**src/rtl/pipeline_ctrl_pkg.sv**
```systemverilog
// Shared encodings and widths for the pipeline stall/flush sequencer.
package pipeline_ctrl_pkg;

  typedef enum logic [1:0] {
    StFill    = 2'd0,
    StRun     = 2'd1,
    StMemWait = 2'd2,
    StHalt    = 2'd3
  } state_e;

  localparam int unsigned CntWidth = 16;
  localparam int unsigned RegWidth = 5;

endpackage

```
**src/rtl/load_use_detect.sv**
```systemverilog
// Load-use hazard: a load in EX writes a register the ID instruction reads.
module load_use_detect
  import pipeline_ctrl_pkg::*;
(
  input  logic [RegWidth-1:0] id_rs,
  input  logic [RegWidth-1:0] id_rt,
  input  logic                id_uses_rt,
  input  logic                ex_mem_read,
  input  logic [RegWidth-1:0] ex_rt,
  output logic                hazard
);

  // $zero is hardwired, so a load targeting it never produces a value to wait for.
  assign hazard = ex_mem_read && (ex_rt != '0) &&
                  ((ex_rt == id_rs) || (id_uses_rt && (ex_rt == id_rt)));

endmodule

```
**src/rtl/pipeline_controller.sv**
```systemverilog
// Stall/flush sequencer: post-reset fill, load-use stalls, branch flushes,
// data-memory freeze with timeout, and halt.
module pipeline_controller
  import pipeline_ctrl_pkg::*;
#(
  parameter int unsigned FILL_CYCLES = 4,
  parameter int unsigned WAIT_MAX    = 64
) (
  input  logic                clock,
  input  logic                reset,
  input  logic [RegWidth-1:0] id_rs,
  input  logic [RegWidth-1:0] id_rt,
  input  logic                id_uses_rt,
  input  logic                ex_mem_read,
  input  logic [RegWidth-1:0] ex_rt,
  input  logic                mem_branch_taken,
  input  logic                dmem_busy,
  input  logic                halt_req,
  output logic                pc_write,
  output logic                ifid_write,
  output logic                ifid_flush,
  output logic                idex_flush,
  output logic                exmem_flush,
  output logic                pipe_freeze,
  output logic [1:0]          state,
  output logic [15:0]         stall_count,
  output logic                mem_timeout
);

  state_e              state_q, state_d;
  logic [CntWidth-1:0] fill_q, fill_d;
  logic [CntWidth-1:0] wait_q, wait_d;
  logic [CntWidth-1:0] stall_q, stall_d;
  logic                timeout_q, timeout_d;
  logic                hazard;
  logic                active;

  load_use_detect u_load_use_detect (
    .id_rs       (id_rs),
    .id_rt       (id_rt),
    .id_uses_rt  (id_uses_rt),
    .ex_mem_read (ex_mem_read),
    .ex_rt       (ex_rt),
    .hazard      (hazard)
  );

  assign active = (state_q == StRun) || (state_q == StMemWait);

  always_ff @(posedge clock) begin
    if (!reset) begin
      state_q   <= StFill;
      fill_q    <= CntWidth'(FILL_CYCLES - 1);
      wait_q    <= '0;
      stall_q   <= '0;
      timeout_q <= 1'b0;
    end else begin
      state_q   <= state_d;
      fill_q    <= fill_d;
      wait_q    <= wait_d;
      stall_q   <= stall_d;
      timeout_q <= timeout_d;
    end
  end

  always_comb begin
    state_d   = state_q;
    fill_d    = fill_q;
    wait_d    = wait_q;
    timeout_d = timeout_q;
    unique case (state_q)
      StFill: begin
        if (fill_q == '0) state_d = StRun;
        else              fill_d  = fill_q - 1'b1;
      end
      StRun, StMemWait: begin
        if (dmem_busy) begin
          if (state_q == StRun) begin
            state_d = StMemWait;
            wait_d  = CntWidth'(1);
          end else begin
            wait_d = wait_q + 1'b1;
            if (wait_q >= CntWidth'(WAIT_MAX - 1)) begin
              timeout_d = 1'b1;
              state_d   = StHalt;
            end
          end
        end else if (!mem_branch_taken && !hazard && halt_req) begin
          state_d = StHalt;
        end else begin
          state_d = StRun;
        end
      end
      StHalt: state_d = StHalt;
    endcase
  end

  // Once busy drops in MEM_WAIT the cycle is handled exactly like RUN, so the
  // freeze lasts only as long as busy is high.
  always_comb begin
    pc_write    = 1'b0;
    ifid_write  = 1'b0;
    ifid_flush  = 1'b0;
    idex_flush  = 1'b0;
    exmem_flush = 1'b0;
    pipe_freeze = 1'b0;
    unique case (state_q)
      StFill: begin
        ifid_flush  = 1'b1;
        idex_flush  = 1'b1;
        exmem_flush = 1'b1;
      end
      StRun, StMemWait: begin
        if (dmem_busy) begin
          pipe_freeze = 1'b1;
        end else if (mem_branch_taken) begin
          pc_write    = 1'b1;
          ifid_write  = 1'b1;
          ifid_flush  = 1'b1;
          idex_flush  = 1'b1;
          exmem_flush = 1'b1;
        end else if (hazard || halt_req) begin
          idex_flush = 1'b1;
        end else begin
          pc_write   = 1'b1;
          ifid_write = 1'b1;
        end
      end
      StHalt: idex_flush = 1'b1;
    endcase
  end

  always_comb begin
    stall_d = stall_q;
    if (active && !pc_write && (stall_q != '1)) stall_d = stall_q + 1'b1;
  end

  assign state       = state_q;
  assign stall_count = stall_q;
  assign mem_timeout = timeout_q;

endmodule

```
**config.mk**
```make
export PLATFORM = sky130hd
export DESIGN_NAME = pipeline_controller
export DESIGN_NICKNAME = d
export VERILOG_FILES = /design/src/rtl/pipeline_ctrl_pkg.sv /design/src/rtl/load_use_detect.sv /design/src/rtl/pipeline_controller.sv
export SDC_FILE = /design/constraint.sdc
export NUM_CORES = 1
export LEC_CHECK = 0
export ABC_CLOCK_PERIOD_IN_PS = 3000
export BUFFER_PORTS_ARGS = -buffer_cell sky130_fd_sc_hd__buf_2
export CAP_MARGIN = 15
export CORE_MARGIN = 2
export CORE_UTILIZATION = 30
export DETAILED_ROUTE_END_ITERATION = 6
export PLACE_DENSITY_LB_ADDON = 0.1
export SETUP_SLACK_MARGIN = 0.1
export SLEW_MARGIN = 10
export SYNTH_ARGS = -nofsm -noshare
export SYNTH_HDL_FRONTEND = slang
export SYNTH_SLANG_ARGS = --single-unit
```
**constraint.sdc**
```tcl
create_clock -name clock -period 3 [get_ports clock]
set_clock_uncertainty 0.05 [all_clocks]
set_input_delay 0.6 -clock clock [delete_from_list [all_inputs] [get_ports clock]]
set_output_delay 0.6 -clock clock [all_outputs]
set_load 0.02 [all_outputs]
```
==> metrics.csv, run 1 <==
stage,metric,value,unit
status,run_status,"finished, final reports clean",
detailed_routing,via_total_after_detailed_routing,2355,
synthesis,synth-main-ff-cell,dfxtp_1,
clock_network,source_to_sink_clock_delay_at_the_later_pin_of_the_worst_skew_pair,0.31,ns
synthesis,synth_common_cells,"dfxtp_1 (51), nor2_1 (33), nand2_1 (31), and2_1 (25), xor2_1 (19)",
setup_path,critPathTopFamily,simple AND/OR/NAND/NOR gates,
detailed_routing,ant_nets,0,
detailed_routing,route.detailed.wl_per_inst,12.4,um
setup_path,crit_path_max_incr_delay,0.51,ns
pwr,fraction_of_power_spent_switching_nets,0.379,
global_route,first_global_vias,2307,
setup_path,worstPathBufferInverterCount,3,
finish,final_standard_cell_count_with_taps_included_and_fillers_excluded,491,
timing,post-route-period-util,0.905,
job,max_cap_violations,0,
floorplan,fp.dieArea,10100,um2
pwr,peakVddDrop,0.197,mV
setup_path,ff2ff_path_depth,8,
detailed_routing,drt-initial-drc-count,78,
setup_path,cp.arrival,2.06,ns
clock_network,cts_tree,yes,
synthesis,post_synth_main_area_contributors,"dfxtp_1 (37%), xor2_1 (6.0%), and2_1 (5.6%), xnor2_1 (5.0%), nor2_1 (4.4%)",
timing,post_route_setup_tns,0,ns
timing,final_period_minus_worst_setup_slack,2.71,ns
synthesis,synth.yosys.seq_area_share,0.366,
setup_path,timing.setup.critical_path_class,in -> out,
min_path,whs_path_depth,2,
synthesis,ys_ff_latch,51,
floorplan,floorplan.rows,35,
synthesis,number_of_flops_mapped_to_enable_cells_by_yosys,0,
pwr,total_power,1930,uW
pwr,power-per-cell-area,594,nW/um2
setup_path,crit_path_start_kind,input pin,
floorplan,die_y,100,um
global_route,grt-ovfl-total,0,
setup_path,crit_chain,buf_2 > or4_1 > o21ai_1 > inv_1 > a21oi_1 > nor2_1 > nor3_2 > buf_2,
setup_path,timing.critical_path.to_type,output port,
finish,layout-area-overhead-vs-synth,16.3,%
clock_network,ctsHtreeMaxLevel,2,
clock_network,cts-root-buf,clkbuf_8,
synthesis,synth.avg_cell_area,8.42,um2
clock_network,cts.clk_slew.worst_paths,0.10,ns
pwr,p_int,1200,uW
timing,final_critical_path_setup_slack,0.286,ns
floorplan,core_region_area,9110,um2
placement,port-buffer-count,46,
synthesis,synthArstFlopShare,0,
synthesis,netlist_area,2790,um2
detailed_routing,detail_route.wirelength,6.08,mm
pwr,p_leak,0.00140,uW
timing,drv_slew,0,
pwr,share_clk_of_total_power,0.207,
clock_network,cts-root-to-sink-buffers,2,
timing,finalSetupViolCount,0,
synthesis,netlist.area_leader.share,0.366,
finish,antenna_fix_cells,0,
timing,grt_setup_unrepaired,false,
pwr,seqPwrFrac,0.421,
clock_network,num_cts_buffers,5,
finish,count_of_filler_cells_inserted_in_the_layout,981,
timing,fmaxAchievable,368,MHz
clock_network,clkSinkCount,51,
placement,place_worst_setup_slack,0.290,ns
setup_path,path_max_fanout,3,
setup_path,crit_path_top_delay_cell,or4_1,
pwr,p_comb_frac,0.372,
placement,placed_instances,480,
synthesis,synth_most_common_cell,dfxtp_1,
finish,drive_gt1_frac,0.200,
pwr,total_switching_power,731,uW
timing,worst_pin_slew,0.510,ns
global_route,grt_pass1_wl,10.7,mm
floorplan,floorplan.io_pins,47,
synthesis,yosys.area.top_type,dfxtp_1,
placement,place_congestion,0.758,
floorplan,fp.dieW,100,um
setup_path,timing.critical_path.mode_cell,buf_2,
detailed_routing,dr.pass1.iters,4,
timing,final.hold.worst_slack,0.438,ns
detailed_routing,drt-vias-per-instance,4.80,
placement,dp.final_hpwl,4.45,mm
floorplan,initial_core_util,0.306,
synthesis,synth_warnings,0,
setup_path,cp.depth,8,
synthesis,postSynthCellCount,331,
finish,finalNetCount,408,
synthesis,mappedNetlistNets,360,
timing,finalHoldViolations,0,
global_route,grt_util_all_layers,0.129,
setup_path,cp.required,2.35,ns
min_path,path_type_of_the_worst_min_delay_path,reg -> reg,
clock_network,postCtsHoldBufs,0,
detailed_routing,drc,0,
global_route,antenna_violations_before_repair,0,
synthesis,synth_cell_type_count,48,
global_route,grt_max_degree,32,
timing,slew_headroom,0.660,
==> cell type report <==
cell class	instances	area, um2	share of cell area
clock buffer	6	72.6	0.0224
clock inverter	2	12.5	0.00386
inverter	9	37.5	0.0116
multi-input combinational	259	1680	0.517
sequential	51	1020	0.315
tap	111	139	0.0428
timing repair buffer	53	283	0.0872
==> timing repair <==
item                       CTS  global route
setup endpoints to repair    0             1
buffers inserted             0             3
gates resized for setup      0             1
==> cell families (layout without fill, tap and decap cells) <==
group                      after synthesis  in the layout  synth area share
adders and majority gates                7              7            0.0314
muxes                                    6              6            0.0215
buffers and inverters                   21             70            0.0337
AOI/OAI and AO/OA                       43             43            0.0996
and+or+nand+nor                        168            168             0.338
xor gates and xnor gates                35             35             0.110
DFF                                     51             51             0.366
==> path summary, 6_finish.rpt <==
check / from / end / slack [ns]
worst max register to register: state[0] / stall_count[9] / 0.63
worst min-delay path: stall_count[15] / stall_count[15] / 0.44
worst min register to register: stall_count[15] / stall_count[15] / 0.44
worst max-delay path: ex_rt[0] / ifid_write / 0.29
==> state kept, by name, summed over array words and instances, names as in the netlist <==
name         cells
fill_q          16
state            2
mem_timeout      1
wait_q          16
stall_count     16
==> layout by cell type (no fill, tap or decap), types with 2 or more instances in the layout <==
cell,instances
nand2b_1,8
nor2_1,33
clkbuf_8,5
nor4_1,5
xor2_1,19
nor3b_1,2
nor3_1,11
o211a_1,2
inv_1,8
o21ai_0,15
a31oi_1,2
a22oi_1,4
buf_2,46
nor4_2,2
a21oi_1,8
clkinvlp_4,2
nor3_2,3
a21boi_0,3
or4_4,2
nand2_1,31
or3_1,2
xnor2_1,16
buf_4,7
nor2b_1,9
nand3_1,10
dfxtp_1,51
nand4_1,12
and3_1,4
and2_1,25
or4_1,2
ha_1,7
mux2i_1,6
==> power groups by stage <==
stage                     Clock (uW)  Sequential (uW)  Combinational, uW
after floorplan                    0              829                549
after global placement             0              827                702
after detailed placement           0              829                706
after CTS                        425              813                710
after global routing             449              825                811
final                            399              812                716
==> layer usage <==
layer	GRT usage	vias up	part of all wire
met5	0	-	0
met2	0.217	26	0.47
met3	0.0313	2	0.029
li1	-	1238	-
met1	0.166	1089	0.49
met4	0.0316	0	0.0059
==> stage by stage <==
stage | utilization | area, um2
floorplan | - | 2790
global placement | 0.344 | 3130
detailed placement | 0.344 | 3130
CTS | 0.353 | 3220
global route | 0.356 | 3240
finish | 0.356 | 3240
==> worst register-to-register path, stage by stage, from the launching register on <==
cell and delay (ns):
dfxtp_1 0.43, inv_1 0.10, ha_1 0.33, nand2_1 0.23, o31a_1 0.19, buf_4 0.19
nor4_2 0.46, nand4_1 0.17, mux2i_1 0.14
Note: power is estimated with default switching activity, not from simulation.
==> inputs of run 2 (changes only) <==
--- a/config.mk
+++ b/config.mk
@@ -14,4 +14,4 @@
 export PLACE_DENSITY_LB_ADDON = 0.1
+export RECOVER_POWER = 100
 export SETUP_SLACK_MARGIN = 0.1
-export SLEW_MARGIN = 10
 export SYNTH_ARGS = -nofsm -noshare
--- a/constraint.sdc
+++ b/constraint.sdc
@@ -4,2 +4,2 @@
 set_output_delay 0.6 -clock clock [all_outputs]
-set_load 0.02 [all_outputs]
+set_load 0.01 [all_outputs]
==> run 2 against run 1 <==
Net effect:
- combinational power is 14% lower
- final cell count decreased by 0.41%
- design area down 2.3%
- via count fell by 0.38%
- count of clock-buffer cells in the layout unchanged
- maximum frequency fell by 0.46%
- worst setup slack lost 0.013 ns
- clock power increased by 26%
- critical path type unchanged
==> metrics.csv, run 2 (same netlist as run 1, synthesis figures left out) <==
stage,metric,value,unit
finish,multi_input_area,1630,um2
detailed_routing,detail_route.wirelength,6.08,mm
global_route,grt_util_all_layers,0.124,
floorplan,initial_core_util,0.306,
timing,drv_slew,0,
setup_path,worstPathBufferInverterCount,3,
pwr,p_int,1250,uW
timing,worst_pin_slew,0.542,ns
floorplan,die_y,100,um
setup_path,timing.setup.critical_path_class,in -> out,
setup_path,setup.worst_path.start,ex_rt[0],
detailed_routing,ant_nets,0,
finish,layout.cells.most_common_list,"dfxtp_1 (51), nor2_1 (33), nand2_1 (32)",
finish,regArea,1020,um2
clock_network,postCtsHoldBufs,0,
finish,count_of_filler_cells_inserted_in_the_layout,1011,
pwr,fraction_of_power_spent_switching_nets,0.350,
finish,antenna_fix_cells,0,
clock_network,num_cts_buffers,5,
finish,finalNetCount,406,
global_route,grt_pass1_wl,10.2,mm
timing,grt_setup_unrepaired,false,
timing,finalSetupViolCount,0,
pwr,share_clk_of_total_power,0.261,
setup_path,crit_path_top_delay_cell,or4_1,
clock_network,ctsHtreeMaxLevel,2,
setup_path,path_max_fanout,3,
floorplan,floorplan.io_pins,47,
detailed_routing,route.detailed.wl_per_inst,12.4,um
detailed_routing,drt-initial-drc-count,71,
global_route,grt-ovfl-total,0,
clock_network,cts-root-to-sink-buffers,2,
timing,slew_headroom,0.639,
pwr,p_leak,0.00130,uW
setup_path,timing.critical_path.to_type,output port,
setup_path,timing.critical_path.mode_cell,buf_2,
clock_network,cts.clk_slew.worst_paths,0.10,ns
timing,post_route_setup_tns,0,ns
min_path,timing.hold.worst.start,fill_q[7],
setup_path,crit_chain,buf_2 > or4_1 > o21ai_1 > inv_1 > a21oi_1 > nor2_1 > nor3_1 > buf_2,
detailed_routing,drt-vias-per-instance,4.80,
setup_path,crit_path_start_kind,input pin,
global_route,grt_max_degree,24,
pwr,peakVddDrop,0.252,mV
detailed_routing,drc,0,
min_path,path_type_of_the_worst_min_delay_path,reg -> reg,
clock_network,source_to_sink_clock_delay_at_the_later_pin_of_the_worst_skew_pair,0.30,ns
setup_path,worst_r2r_startpoint,state[0],
finish,finalInstanceArea,3170,um2
status,run_status,"finished, final reports clean",
detailed_routing,dr.pass1.iters,4,
timing,post-route-period-util,0.909,
placement,postPlaceCellArea,3130,um2
floorplan,fp.dieW,100,um
finish,drive_gt1_frac,0.103,
placement,port-buffer-count,46,
pwr,seqPwrFrac,0.420,
job,max_cap_violations,0,
global_route,first_global_vias,2148,
pwr,power-per-cell-area,607,nW/um2
setup_path,cp.arrival,2.08,ns
setup_path,cp.required,2.35,ns
finish,layout-area-overhead-vs-synth,13.6,%
timing,final_period_minus_worst_setup_slack,2.73,ns
floorplan,fp.dieArea,10100,um2
floorplan,core_region_area,9110,um2
pwr,total_switching_power,672,uW
floorplan,floorplan.rows,35,
detailed_routing,via_total_after_detailed_routing,2346,
setup_path,critPathTopFamily,simple AND/OR/NAND/NOR gates,
timing,final.hold.worst_slack,0.431,ns
finish,layout.cells.most_common,dfxtp_1,
setup_path,crit_path_max_incr_delay,0.52,ns
timing,finalHoldViolations,0,
placement,dp.final_hpwl,4.50,mm
clock_network,cts_tree,yes,
placement,place_congestion,0.792,
pwr,p_comb_frac,0.320,
clock_network,clkSinkCount,51,
global_route,antenna_violations_before_repair,0,
timing,fmaxAchievable,367,MHz
clock_network,cts-root-buf,clkbuf_8,
==> run 2: cell types whose count changed in the layout (fill, tap and decap cells not counted), moves of 4 or more <==
cell,before,now
buf_4,7,3
and2_0,0,14
clkbuf_1,1,25
nor3_1,11,15
and2_1,25,11
buf_2,46,23
==> run 2: tightest hold or removal path: cells and delay by family, from the launching register on <==
family	cells	cell delay [ns]
AOI/OAI and AO/OA	1	0.06
DFF	1	0.33
and+or+nand+nor	1	0.05
==> run 2: area by class of cell <==
| class | count | share of cell area |
|---|---|---|
| multi-input cells | 259 | 0.513 |
| flip-flops and latches | 51 | 0.322 |
| repair buffers | 51 | 0.0731 |
| well taps | 111 | 0.0438 |
| clock buffers | 6 | 0.0261 |
| clock inverters | 2 | 0.0111 |
| inverters | 9 | 0.0107 |
==> run 2: per-stage QoR <==
step           instances  worst slack (ns)  power [uW]   util
2_1_floorplan        331             0.323        1340      -
3_3_place_gp         481             0.270        1500  0.344
3_5_place_dp         481             0.253        1510  0.344
4_1_cts              489             0.243        2020  0.357
5_1_grt              489            0.0904        2070  0.348
6_report             489             0.274        1920  0.348
==> run 2: final timing paths <==
check | cells after the start | end | slack (ns)
min reg2reg | 2 | fill_q[7] | 0.43
min | 2 | fill_q[7] | 0.43
max reg2reg | 8 | stall_count[9] | 0.50
max | 8 | pc_write | 0.27
==> run 2: routing by layer <==
metal | track usage | wire (um) | part of all wire | vias to the layer above
li1 | - | - | - | 1238
met2 | 0.200 | 2840 | 0.47 | 22
met3 | 0.0279 | 145 | 0.024 | 4
met4 | 0.0253 | 49 | 0.0081 | 0
met1 | 0.172 | 3050 | 0.50 | 1082
met5 | 0 | 0 | 0 | -
==> run 2: repair_timing <==
action | 4_1_cts | 5_1_grt
buffers inserted | 0 | 0
endpoints found under the setup margin | 0 | 2
resized for setup | 0 | 1
endpoints found under the hold margin | 0 | 0
==> run 2: power groups by stage <==
stage | registers [uW] | logic (uW) | clock network (uW)
2_1_floorplan | 819 | 524 | 0
3_3_place_gp | 826 | 678 | 0
3_5_place_dp | 829 | 677 | 0
4_1_cts | 813 | 681 | 526
5_1_grt | 816 | 699 | 554
6_report | 807 | 615 | 501
==> inputs of run 3 (changes only) <==
- CORE_UTILIZATION: 30 -> 50
- PLACE_DENSITY: default -> 0.73
- PLACE_DENSITY_LB_ADDON: 0.1 -> default
==> run 3 against run 2 <==
Net effect:
- critical path depth unchanged
- count of clock-buffer cells in the layout down 1
- via count down 0.51%
- non-clock buffer count down 3
- global-route usage up 6.8 points
- sequential share of layout area up 0.92 points
- clock power down 4.4%
- worst hold slack better by 0.0041 ns
- core utilization up 22 points
- sequential cell count unchanged
- largest power group unchanged
- combinational power down 6.7%
- first-iteration DRC count up 2.8%
==> metrics.csv, run 3 (same netlist as run 1, synthesis figures left out) <==
stage,metric,value,unit
status,run_status,"finished, final reports clean",
detailed_routing,drc,0,
finish,finalNetCount,403,
clock_network,cts_tree,yes,
placement,port-buffer-count,46,
job,max_cap_violations,0,
global_route,grt_pass1_wl,9.68,mm
floorplan,die_y,78.7,um
detailed_routing,drt-vias-per-instance,5.22,
detailed_routing,ant_nets,0,
clock_network,source_to_sink_clock_delay_at_the_later_pin_of_the_worst_skew_pair,0.31,ns
finish,layout.cells.most_common_list,"dfxtp_1 (51), nor2_1 (33), nand2_1 (32)",
timing,slew_headroom,0.551,
detailed_routing,drt-initial-drc-count,73,
pwr,peakVddDrop,0.284,mV
finish,layout.cells.most_common,dfxtp_1,
clock_network,buffers_inserted_by_post_cts_timing_repair,0,
setup_path,timing.critical_path.to_type,output port,
clock_network,ctsHtreeMaxLevel,2,
setup_path,ff2ff_path_depth,8,
setup_path,path_max_fanout,3,
clock_network,cts-root-to-sink-buffers,2,
timing,worst_pin_slew,0.668,ns
clock_network,cts.clk_slew.worst_paths,0.09,ns
clock_network,num_cts_buffers,5,
setup_path,crit_path_start_kind,input pin,
global_route,grt_max_degree,33,
floorplan,floorplan.io_pins,47,
global_route,grt_util_all_layers,0.192,
placement,place_worst_setup_slack,0.240,ns
pwr,power-per-cell-area,604,nW/um2
finish,drive_gt1_frac,0.0907,
finish,layout-area-overhead-vs-synth,10.5,%
timing,finalSetupViolCount,0,
floorplan,fp.dieW,78.7,um
timing,final_critical_path_setup_slack,0.219,ns
pwr,p_leak,0.00129,uW
min_path,path_type_of_the_worst_min_delay_path,reg -> reg,
placement,place_congestion,0.824,
floorplan,initial_core_util,0.513,
timing,fmaxAchievable,360,MHz
clock_network,clkSinkCount,51,
setup_path,cp.required,2.35,ns
global_route,grt-ovfl-total,0,
clock_network,cts.repair.resized,0,
detailed_routing,detail_route.wirelength,5.51,mm
floorplan,core_region_area,5440,um2
pwr,total_power,1860,uW
timing,grt_setup_unrepaired,false,
timing,post-route-period-util,0.927,
placement,dp.final_hpwl,4.07,mm
timing,final_period_minus_worst_setup_slack,2.78,ns
clock_network,cts-root-buf,clkbuf_8,
timing,finalHoldViolations,0,
min_path,whs_path_depth,2,
setup_path,timing.setup.critical_path_class,in -> out,
clock_network,postCtsHoldBufs,0,
detailed_routing,dr.pass1.iters,4,
floorplan,fp.dieArea,6190,um2
timing,drv_slew,0,
setup_path,cp.arrival,2.13,ns
global_route,first_global_vias,2200,
detailed_routing,route.detailed.wl_per_inst,12.3,um
finish,antenna_fix_cells,0,
floorplan,floorplan.rows,27,
detailed_routing,via_total_after_detailed_routing,2334,
timing,post_route_setup_tns,0,ns
global_route,antenna_violations_before_repair,0,
-- run 3: changes by cell type in the layout (fill, tap and decap cells not counted), sizes merged --
cell | previous run | this run
buf | 26 | 24
clkinv | 1 | 2
clkbuf | 31 | 29
-- run 3: path summary, 6_finish.rpt --
| kind | slack (ns) | to | startpoint |
|---|---|---|---|
| setup reg to reg | 0.32 | fill_q[15] | fill_q[2] |
| setup / recovery | 0.22 | ifid_write | ex_rt[0] |
| hold reg to reg | 0.44 | fill_q[7] | fill_q[7] |
| hold / removal | 0.44 | fill_q[7] | fill_q[7] |
-- run 3: where the power goes --
group          total, uW  leakage [uW]  switching, uW  internal, uW
sequential           806      0.000412           66.3           740
combinational        574      0.000816            346           228
clock                479     0.0000581            231           248
total               1860       0.00129            643          1220
-- run 3: cell type report --
cell class | count | area [um2]
tap | 72 | 90.1
inverter | 9 | 33.8
fill | 498 | 2360
timing repair buffer | 48 | 215
clock inverter | 3 | 43.8
sequential | 51 | 1020
clock buffer | 5 | 68.8
multi-input combinational | 259 | 1610
-- run 3: routing by layer --
metal,GRT usage,share of wire
met5,0,0
met4,0.0667,0.013
met3,0.0414,0.033
met2,0.328,0.49
met1,0.239,0.47
-- run 3: stage by stage --
stage | cells | instance area [um2] | hold WS (ns) | utilization
after floorplan | 331 | 2790 | 0.429 | -
after global placement | 439 | 3060 | 0.420 | 0.563
after detailed placement | 439 | 3060 | 0.420 | 0.563
after CTS | 447 | 3180 | 0.449 | 0.584
after global routing | 447 | 3080 | 0.460 | 0.566
final | 447 | 3080 | 0.436 | 0.566
-- run 3: critical path, cell delays in order --
cell and delay [ns]:
buf_2 0.12, or4_1 0.50, o21ai_0 0.15, inv_1 0.07
a21oi_1 0.23, nor2_1 0.07, nor3_1 0.21, buf_2 0.18
